**config.mk**
```make
export PLATFORM = sky130hd
export DESIGN_NAME = dice_roller_core
export DESIGN_NICKNAME = d
export VERILOG_FILES = /design/src/rtl/dice_roller_pkg.sv /design/src/rtl/dice_lfsr.sv /design/src/rtl/dice_roller_core.sv
export SDC_FILE = /design/constraint.sdc
export NUM_CORES = 1
export LEC_CHECK = 0
export BUFFER_PORTS_ARGS = -buffer_cell sky130_fd_sc_hd__buf_2
export CAP_MARGIN = 20
export CORE_UTILIZATION = 45
export DETAILED_ROUTE_END_ITERATION = 8
export GPL_TIMING_DRIVEN = 0
export PLACE_DENSITY = 0.68
export SYNTH_ARGS = -nofsm -noshare
export SYNTH_HDL_FRONTEND = slang
export SYNTH_SLANG_ARGS = --single-unit
```
**constraint.sdc**
```tcl
create_clock -name i_clk -period 2.5 [get_ports i_clk]
set_clock_uncertainty 0.2 [all_clocks]
set_input_delay 0.375 -clock i_clk [delete_from_list [all_inputs] [get_ports i_clk]]
set_output_delay 0.375 -clock i_clk [all_outputs]
set_load 0.01 [all_outputs]
```
**src/rtl/dice_roller_pkg.sv**
```systemverilog
// Shared types and constants for the dice roller core and its LFSR.
// The no-repeat option (DICE_ROLLER_NO_REPEAT_EN) lives in dice_roller_core.
package dice_roller_pkg;

  typedef enum logic {
    IDLE = 1'b0,
    ROLL = 1'b1
  } state_e;

  // Taps for x^16+x^14+x^13+x^11+1 in the right-shifting form (bits 0,2,3,5).
  localparam logic [15:0] LFSR_TAPS = 16'h002D;

  function automatic logic [15:0] lfsrNext(input logic [15:0] cur);
    return {^(cur & LFSR_TAPS), cur[15:1]};
  endfunction

endpackage

```
**src/rtl/dice_lfsr.sv**
```systemverilog
// Free-running 16-bit Fibonacci LFSR; it advances on every clock, whatever the roller is doing.
module dice_lfsr
  import dice_roller_pkg::*;
#(
  parameter logic [15:0] SEED = 16'hACE1
) (
  input  logic        i_clk,
  input  logic        i_rst,
  output logic [15:0] o_state
);

  logic [15:0] state_q;
  logic [15:0] state_d;

  always_comb begin
    state_d = lfsrNext(state_q);
  end

  always_ff @(posedge i_clk or posedge i_rst) begin
    if (i_rst) begin
      state_q <= SEED;
    end else begin
      state_q <= state_d;
    end
  end

  assign o_state = state_q;

endmodule

```
**src/rtl/dice_roller_core.sv**
```systemverilog
// Dice roller: a roll shows SLOW_STEPS LFSR samples at ever slower intervals, with history and lucky match.
// Defining DICE_ROLLER_NO_REPEAT_EN bumps an update by one whenever it would repeat the shown value.
module dice_roller_core
  import dice_roller_pkg::*;
#(
  parameter int          DW          = 4,
  parameter int          HIST_DEPTH  = 2,
  parameter int          SLOW_STEPS  = 8,
  parameter int          BASE_PERIOD = 2,
  parameter int          STEP        = 1,
  parameter logic [15:0] SEED        = 16'hACE1
) (
  input  logic                            i_clk,
  input  logic                            i_rst,
  input  logic                            i_start,
  input  logic                            i_capture,
  input  logic                            i_set_lucky,
  output logic [DW-1:0]                   o_value,
  output logic [DW-1:0]                   o_lucky,
  output logic [HIST_DEPTH*DW-1:0]        o_history,
  output logic [$clog2(HIST_DEPTH+1)-1:0] o_hist_count,
  output logic                            o_busy,
  output logic                            o_done,
  output logic                            o_match
);

  localparam int CNT_W = $clog2(BASE_PERIOD + (SLOW_STEPS - 1) * STEP + 1);
  localparam int K_W   = (SLOW_STEPS > 1) ? $clog2(SLOW_STEPS) : 1;
  localparam int HC_W  = $clog2(HIST_DEPTH + 1);

  logic [15:0] lfsrState;
  logic        unusedLfsr;

  state_e                   state_q, state_d;
  logic [K_W-1:0]           stepIdx_q, stepIdx_d;
  logic [CNT_W-1:0]         count_q, count_d;
  logic [DW-1:0]            value_q, value_d;
  logic                     done_q, done_d;
  logic [DW-1:0]            lucky_q, lucky_d;
  logic                     luckyValid_q, luckyValid_d;
  logic [HIST_DEPTH*DW-1:0] hist_q, hist_d;
  logic [HC_W-1:0]          histCount_q, histCount_d;

  logic [CNT_W-1:0] periodLast;
  logic [DW-1:0]    lfsrLow;
  logic [DW-1:0]    rollValue;

  dice_lfsr #(
    .SEED (SEED)
  ) u_lfsr (
    .i_clk   (i_clk),
    .i_rst   (i_rst),
    .o_state (lfsrState)
  );

  assign unusedLfsr = ^lfsrState;
  assign lfsrLow    = lfsrState[DW-1:0];

`ifdef DICE_ROLLER_NO_REPEAT_EN
  assign rollValue = (lfsrLow == value_q) ? lfsrLow + DW'(1) : lfsrLow;
`else
  assign rollValue = lfsrLow;
`endif

  // Period k lasts BASE_PERIOD + k*STEP cycles, so the count tops out one below that.
  assign periodLast = CNT_W'(BASE_PERIOD - 1 + int'(stepIdx_q) * STEP);

  always_comb begin
    state_d      = state_q;
    stepIdx_d    = stepIdx_q;
    count_d      = count_q;
    value_d      = value_q;
    done_d       = 1'b0;
    lucky_d      = lucky_q;
    luckyValid_d = luckyValid_q;
    hist_d       = hist_q;
    histCount_d  = histCount_q;

    // A start always (re)begins the roll, even mid-roll, and never produces a done pulse.
    if (i_start) begin
      state_d   = ROLL;
      stepIdx_d = '0;
      count_d   = '0;
    end else if (state_q == ROLL) begin
      if (count_q == periodLast) begin
        value_d = rollValue;
        count_d = '0;
        if (stepIdx_q == K_W'(SLOW_STEPS - 1)) begin
          state_d   = IDLE;
          stepIdx_d = '0;
          done_d    = 1'b1;
        end else begin
          stepIdx_d = stepIdx_q + K_W'(1);
        end
      end else begin
        count_d = count_q + CNT_W'(1);
      end
    end

    if (i_capture) begin
      hist_d[DW-1:0] = value_q;
      for (int i = 1; i < HIST_DEPTH; i++) begin
        hist_d[i*DW +: DW] = hist_q[(i-1)*DW +: DW];
      end
      if (histCount_q != HC_W'(HIST_DEPTH)) begin
        histCount_d = histCount_q + HC_W'(1);
      end
    end

    if (i_set_lucky) begin
      lucky_d      = value_q;
      luckyValid_d = 1'b1;
    end
  end

  always_ff @(posedge i_clk or posedge i_rst) begin
    if (i_rst) begin
      state_q      <= IDLE;
      stepIdx_q    <= '0;
      count_q      <= '0;
      value_q      <= '0;
      done_q       <= 1'b0;
      lucky_q      <= '0;
      luckyValid_q <= 1'b0;
      hist_q       <= '0;
      histCount_q  <= '0;
    end else begin
      state_q      <= state_d;
      stepIdx_q    <= stepIdx_d;
      count_q      <= count_d;
      value_q      <= value_d;
      done_q       <= done_d;
      lucky_q      <= lucky_d;
      luckyValid_q <= luckyValid_d;
      hist_q       <= hist_d;
      histCount_q  <= histCount_d;
    end
  end

  assign o_value      = value_q;
  assign o_lucky      = lucky_q;
  assign o_history    = hist_q;
  assign o_hist_count = histCount_q;
  assign o_busy       = (state_q == ROLL);
  assign o_done       = done_q;
  assign o_match      = luckyValid_q && (state_q == IDLE) && (value_q == lucky_q);

endmodule
```
Word-level counts from Yosys, hierarchy flattened. Cells that the tools add are included.

Bits in registers: 44. Bits in latches: 0. Bits in writable memories: 0. Memory bits (read-only): 0. Input bits: 5. Output and inout port bits: 21. Memories kept: 0.

Add/sub/neg operators: 4. Multiply operators: 0. Div/mod/pow operators: 0. Order comparisons: 0. Equal/unequal tests: 4. Shifts and indexed selects: 0. Multiplexer cells: 15. Bitwise logic cells: 2. Reduce and logical (&&, ||, !) cells: 8.

Operators by type and width (count): parity 16 bit (1); 2-to-1 mux 3 bit (4); 2-to-1 mux 4 bit (3); == test 4 bit (2); 2-to-1 mux 1 bit (8); adder 1 x 3 -> 4 bit, first input constant (1); adder 4 x 1 -> 4 bit, second input constant (1); AND reduction 2 bit (2); nonzero test 2 bit (2); adder 3 x 1 -> 3 bit, second input constant (1); == test 3 bit, second input constant (1); AND reduction 3 bit (1); adder 2 x 1 -> 2 bit, second input constant (1); logical AND 1 bit (2); inequality test 2 bit, second input constant (1); NOT 1 bit (2).

Longest topological paths before layout. Gate-level depths: netlist of the first run.

Depth in word-level cells: 5. Depth in mapped cells: 6.

Hierarchy. A second synthesis of the first run with hierarchy kept.

Cell total of the unflattened synthesis: 139. Area, all modules: 1833.0 sq um.

By module, submodules not included: dice_roller_core (times used 1, cells each 104, area an instance 1280.0 sq um); dice_lfsr (times used 1, cells each 35, area an instance 553.0 sq um).

Worst setup path before layout of the first run. No wires, ideal clock.

Path type: register to register. From: register stepIdx_q[0]. To: register stepIdx_q[0]. Arrival time: 2.083 ns. Required time: 2.222 ns. Slack: 0.139 ns. Cell stages (with the launch flop): 7. Buffers on the path: 0. Clock period less this slack: 2.361 ns. Cell sequence: dfrtp_1 -> ha_1 -> ha_1 -> xor2_1 -> or4b_4 -> or4_1 -> a21oi_1.

Longest elaborated chain between the ends: 5. Elaborated cells on any way between the ends: 10. Those cells by class: add/sub (2); eq/ne (2); mux (4); reduce/logical (2).

RTL lines: start, declared (line dice_roller_core.sv:35) `logic [K_W-1:0] stepIdx_q, stepIdx_d;`; start signal, assigned (line dice_roller_core.sv:129) `stepIdx_q <= stepIdx_d;`; adder 3 x 1 -> 3 bit / == test 3 bit (equally long branches) (line dice_roller_core.sv:93, dice_roller_core.sv:88); 2-to-1 mux 3 bit (line dice_roller_core.sv:88) `if (stepIdx_q == K_W'(SLOW_STEPS - 1)) begin`; 2-to-1 mux 3 bit (line dice_roller_core.sv:85) `if (count_q == periodLast) begin`; 2-to-1 mux 3 bit (line dice_roller_core.sv:84) `end else if (state_q == ROLL) begin`; 2-to-1 mux 3 bit (line dice_roller_core.sv:80) `if (i_start) begin`.

Parallel ways exist; a longest one is shown, timed or not. The select of a mux whose other input is x is not followed. A chain may end at the register's enable or synchronous reset.

Final worst setup path of the first run.
From: register stepIdx_q[1]. To: register stepIdx_q[0].

Longest elaborated chain between the ends: 5. Elaborated cells on any way between the ends: 9. Those cells by class: add/sub (1); eq/ne (2); mux (4); reduce/logical (2).

RTL lines: parallel branches: the longest is 5 deep, another holds adder 1 x 3 -> 4 bit.

Several ways; the timed one is not identified. The select of a mux whose other input is x is not followed.

==> results of run 1 <==
-- worst max-delay path: stages (launching register included) --
cell	delay (ns)
dfrtp_1	0.40
ha_1	0.22
ha_4	0.24
xor2_2	0.19
or4b_4	0.51
or4_1	0.41
a21oi_1	0.13
-- metal layers --
layer  global-route usage (%)  routed length [um]  vias to the layer above
li1                         -                   -                      493
met1                    21.00                1334                      558
met2                    26.60                1492                       14
met3                    4.821                  84                        6
met4                    7.102                  43                        0
met5                        0                   0                        -
-- state kept, by name (all words and copies together) (netlist names) --
signal	flops
luckyValid_q	1
o_hist_count	2
o_done	1
o_lucky	4
o_value	4
count_q	4
stepIdx_q	3
o_busy	1
u_lfsr.o_state	16
o_history	8
-- cell usage after synthesis (all sizes together) --
library cell,n
xnor2,8
a21oi,3
nor4,2
mux2,16
xor2,5
nand3,4
mux2i,1
nand2,4
nand3b,2
nor4b,2
and3,2
o31ai,2
or4,1
buf,1
o22ai,1
or4b,1
clkbuf,2
o21ai,5
nand4b,1
nand2b,3
ha,4
dfstp,8
a31oi,1
inv,3
dfrtp,36
or2,1
a2111oi,1
nor2b,1
nor2,2
-- layout make-up --
class | count | share of cell area, %
sequential | 44 | 54.82
clock buffer | 6 | 3.580
timing repair buffer | 25 | 6.420
buffer | 3 | 0.5556
inverter | 3 | 0.5556
tap | 48 | 2.963
multi-input combinational | 73 | 30.49
clock inverter | 2 | 0.6173
-- power by group through the flow --
stage	logic (mW)	registers [mW]	clock network, mW
finish	0.317	0.789	0.426
global route	0.366	0.794	0.470
CTS	0.298	0.789	0.436
detailed placement	0.285	0.807	0
global placement	0.267	0.803	0
floorplan	0.212	0.805	0
-- worst max-delay path by stage --
stage                  from            to  slack [ns]  depth (start not counted)
3_3_place_gp   stepIdx_q[0]  stepIdx_q[0]        0.07                          6
4_1_cts        stepIdx_q[1]  stepIdx_q[0]        0.06                          6
3_5_place_dp   stepIdx_q[0]  stepIdx_q[0]        0.01                          6
2_1_floorplan  stepIdx_q[0]  stepIdx_q[0]        0.14                          6
5_1_grt        stepIdx_q[1]  stepIdx_q[0]        0.06                          6
6_report       stepIdx_q[1]  stepIdx_q[0]        0.13                          6
-- through the flow --
| step | instance area, um2 | power, mW | hold WS [ns] |
|---|---|---|---|
| 2_1_floorplan | 1725 | 1.017 | 0.1312 |
| 3_3_place_gp | 1901 | 1.070 | 0.1370 |
| 3_5_place_dp | 1901 | 1.092 | 0.1371 |
| 4_1_cts | 1993 | 1.523 | 0.1045 |
| 5_1_grt | 2027 | 1.631 | 0.1506 |
| 6_report | 2027 | 1.531 | 0.06363 |
-- what timing repair did --
action	CTS	global route
setup endpoints to repair	1	3
buffers inserted	1	1
gates resized for setup	0	3
-- cell families (layout without fill, tap and decap cells) --
| logic type | Yosys count | in the layout | synth area share [%] |
|---|---|---|---|
| AO/OA/AOI/OAI | 13 | 13 | 4.423 |
| AND/OR/NAND/NOR | 26 | 26 | 9.355 |
| adder cells (fa/ha/maj) | 4 | 4 | 2.901 |
| XOR/XNOR | 13 | 13 | 6.599 |
| flip-flops | 44 | 44 | 64.39 |
| multiplexers | 17 | 17 | 11.02 |
| buffers and inverters | 6 | 39 | 1.305 |
==> reports/metrics.cfg, run 1 <==
[floorplan]
initial_core_util_pct = 47.13
num_rows = 22
dieHeight_um = 63.92
die_area_um2 = 4086
core_um2 = 3661
die_w_um = 63.92
num_io_pins = 26

[clocking]
worstSkewPairLatency_ns = 0.29
clock-root-buffer = clkbuf_8
hold_buffers = 0
numCtsBuffers = 5
htreeDepth = 2
clkSlewWorstSetupHoldPaths_ns = 0.08
cts_tree = done
cts_sinks = 44
clk_path_buf_depth = 2

[synth]
syn_inst = 123
syn-cell-area_um2 = 1725
synth.distinct_cells = 29
synth_warnings = 0
yosys.area.top_type = dfrtp_1
ys_seq_area_share_pct = 64.39
synthTopCellsByArea = dfrtp_1, dfstp_2, mux2_2
syn_area_per_cell_um2 = 14.03
synth_top_area_share_pct = 52.21
synth-seq-cells = 44
syn-num-nets = 132

[final_layout]
final_layout_size_suffix_gt1_share_pct = 39.74
seqCellArea_um2 = 1111
final_nets = 164
fillerInstances = 308
mostFrequentLayoutCells = dfrtp_1, buf_2, mux2_2, xnor2_1, dfstp_2
fin_cells = 204
diodes = 0
multi_input_area_um2 = 618.1
layout_commonest_cell = dfrtp_1
final_core_util_pct = 55.37
syn_to_final_growth_pct = 17.48

[critical_path]
cp_max_fo = 4
arrival_ns = 2.39
rr_worst_depth = 6
cp-end-kind = flop
timing.rr.end = stepIdx_q[0]
reg2reg_slack_ns = 0.13
worst_ep_required_time_ns = 2.52
crit_path_start_kind = flop
path_class = flop to flop
r2r-start = stepIdx_q[1]

[power]
clkPwrFrac_pct = 27.8
ir_drop_mv = 0.3808
swShare_pct = 28.87
p_leak_nw = 1.011
cellPowerDensity_nw_per_um2 = 755.3
p_comb_share_pct = 20.7
power_frac_seq_pct = 51.5
p_int_mw = 1.089
p_sw_mw = 0.4419

[sta]
drv_slew = 0
final.period_utilization_pct = 94.68
final_hold_viol_count = 0
max_freq_mhz = 422.5
rsz0062_at_grt = false
period_minus_slack_ns = 2.367
worstMarginPinSlew_ns = 0.8671
relSlewSlack_pct = 42.11
finalSetupTns_ns = 0
fin_ws_ns = 0.1331
setup_viol = 0

[place]
dpl.cell_count = 194
dpl.hpwl_um = 2066
finalWeightedCongestion = 0.7769
place_ws_ns = 0.01452
io_buffers = 23

[route]
dr.pass1.iters = 2
avgViaCountPerCell = 5.250
antenna_left = 0
drt_iter0_markers = 34
drc = 0
wl_per_cell_um = 14.48
route.vias.total = 1071
wirelength_um = 2954

[grt]
grt_util_all_layers_pct = 16.63
grt_max_degree = 45
grt_remaining_overflow = 0
grt_pass1_vias = 1073
grt_pass1_wl_um = 5092
antenna_found_initial = 0

[run]
drv_cap = 0

[status]
outcome = finished clean

[hold_path]
hold_path_class = primary input to async pin

Power figures use the tool's default switching activity.
==> inputs of run 2 (changes only) <==
PLACE_DENSITY = default   (was 0.68)
PLACE_DENSITY_LB_ADDON = 0.25   (was default)
==> run 2 against run 1 <==
Register-to-register slack worse by 0.04 ns; via count is 4.9% lower; cell count is 0.49% lower; worst setup slack worse by 0.045 ns; combinational power is 5% lower; highest routed layer unchanged.
==> reports/metrics.cfg, run 2 (same netlist as run 1, synthesis figures left out) <==
[clocking]
htreeDepth = 2  ; unchanged
cts_sinks = 44  ; unchanged
clock-root-buffer = clkbuf_8
worstSkewPairLatency_ns = 0.29  ; about the same
numCtsBuffers = 5  ; unchanged
clkSlewWorstSetupHoldPaths_ns = 0.08  ; about the same
cts_tree = done
clk_path_buf_depth = 2  ; unchanged
hold_buffers = 0  ; unchanged

[critical_path]
path_class = flop to flop
worst_ep_required_time_ns = 2.52  ; about the same
crit_cells = 6  ; unchanged
rr_worst_depth = 6  ; unchanged
cpPeakStageDelay_ns = 0.51  ; about the same
cp_num_buf_inv = 0  ; unchanged
cp_top_family = simple AND/OR/NAND/NOR gates
arrival_ns = 2.43  ; +0.04 ns
crit_path_start_kind = flop
cp_max_fo = 4  ; unchanged
slowest_stage = or4b_4
crit_chain = ha_1 -> ha_4 -> xor2_2 -> or4b_4 -> or4_1 -> a21oi_2
cp-end-kind = flop

[floorplan]
core_um2 = 3661  ; unchanged
dieHeight_um = 63.92  ; unchanged
die_w_um = 63.92  ; unchanged
num_io_pins = 26  ; unchanged
die_area_um2 = 4086  ; unchanged
initial_core_util_pct = 47.13  ; unchanged
num_rows = 22  ; unchanged

[power]
p_comb_share_pct = 19.6  ; -1.1 points
power_frac_seq_pct = 51.4  ; about the same
clkPwrFrac_pct = 29.0  ; +1.2 points
p_sw_mw = 0.4488  ; +1.6%
p_int_mw = 1.088  ; -0.14%
cellPowerDensity_nw_per_um2 = 758.5  ; +0.42%
swShare_pct = 29.21  ; +0.35 points
p_leak_nw = 1.008  ; -0.26%
ir_drop_mv = 0.4211  ; +11%

[final_layout]
final_cell_area_um2 = 2026  ; about the same
fin_cells = 203  ; -0.49%
fillerInstances = 303  ; -1.6%
mostFrequentLayoutCells = dfrtp_1, buf_2, mux2_2, xnor2_1, dfstp_2
largest_reg_flops = 16  ; unchanged
final_nets = 163  ; -0.61%
syn_to_final_growth_pct = 17.40  ; about the same
layout_commonest_cell = dfrtp_1
final_core_util_pct = 55.33  ; about the same
diodes = 0  ; unchanged
final_layout_size_suffix_gt1_share_pct = 40.00  ; +0.26 points

[sta]
period_minus_slack_ns = 2.412  ; +0.04462 ns
setup_viol = 0  ; unchanged
holdWs_ns = 0.05377  ; -0.009860 ns
final.period_utilization_pct = 96.46  ; +1.8 points
relSlewSlack_pct = 42.07  ; about the same
max_freq_mhz = 414.7  ; -1.9%
drv_slew = 0  ; unchanged
worstMarginPinSlew_ns = 0.8677  ; +0.0006043 ns
final_hold_viol_count = 0  ; unchanged

[hold_path]
hold_path_class = primary input to async pin

[route]
wl_per_cell_um = 13.39  ; -7.5%
antenna_left = 0  ; unchanged
dr.pass1.iters = 4  ; +2
drt_iter0_markers = 78  ; +130%
wirelength_um = 2719  ; -8.0%
drc = 0  ; unchanged
route.vias.total = 1019  ; -4.9%
avgViaCountPerCell = 5.020  ; -4.4%

[grt]
grt_remaining_overflow = 0  ; unchanged
grt_pass1_vias = 1023  ; -4.7%
grt_max_degree = 45  ; unchanged
grt_util_all_layers_pct = 14.81  ; -1.8 points
antenna_found_initial = 0  ; unchanged
grt_pass1_wl_um = 4567  ; -10%

[run]
drv_cap = 0  ; unchanged

[place]
dpl.cell_count = 194  ; unchanged
finalWeightedCongestion = 0.7788  ; +0.24%
dpl_cell_area_um2 = 1901  ; unchanged
io_buffers = 23  ; unchanged
dpl.hpwl_um = 1917  ; -7.2%

[status]
outcome = finished clean

-- run 2: changes by cell type in the layout (fill, tap and decap cells not counted), sizes merged --
cell,previous run,this run
inv,3,5
buf,26,25
clkbuf,8,7
clkinv,1,0
-- run 2: area by class of cell --
| cell class | count | area (um2) | share of cell area, % |
|---|---|---|---|
| clock buffer | 5 | 68.82 | 3.397 |
| sequential | 44 | 1111 | 54.85 |
| tap | 48 | 60.06 | 2.965 |
| clock inverter | 3 | 25.02 | 1.235 |
| multi-input combinational | 73 | 615.6 | 30.39 |
| timing repair buffer | 24 | 122.6 | 6.053 |
| buffer | 3 | 11.26 | 0.5559 |
| inverter | 3 | 11.26 | 0.5559 |
-- run 2: worst paths after layout --
kind                                           to               from  slack [ns]
worst max-delay path                 stepIdx_q[0]       stepIdx_q[0]        0.09
worst min-delay path            u_lfsr.o_state[8]              i_rst        0.05
worst max register to register       stepIdx_q[0]       stepIdx_q[0]        0.09
worst min register to register  u_lfsr.o_state[8]  u_lfsr.o_state[9]        0.15
max in group asynchronous              o_value[2]              i_rst        1.50
min in group i_clk              u_lfsr.o_state[8]  u_lfsr.o_state[9]        0.15
-- run 2: what timing repair did --
item,CTS,global route
buffers inserted,1,0
resized for setup,0,3
endpoints found under the setup margin,1,2
pin swaps,0,0
-- run 2: routing by layer --
metal	wire length, um	global-route usage (%)	share of wire (%)
met5	0	0	0
met4	23	5.966	0.85
met3	109	3.750	4.0
met2	1393	24.07	51
met1	1193	18.88	44
-- run 2: stage by stage --
stage	total power [mW]	worst slack, ns	TNS, ns
floorplan	1.017	0.1391	0
global placement	1.072	0.05902	0
detailed placement	1.089	-0.01832	-0.01832
CTS	1.553	0.02999	0
global route	1.635	-0.01014	-0.01014
finish	1.536	0.08843	0
-- run 2: power by group through the flow --
stage | registers [mW] | clock network [mW] | logic (mW)
floorplan | 0.805 | 0 | 0.212
global placement | 0.803 | 0 | 0.269
detailed placement | 0.806 | 0 | 0.283
CTS | 0.788 | 0.471 | 0.293
global route | 0.797 | 0.491 | 0.347
finish | 0.789 | 0.446 | 0.301
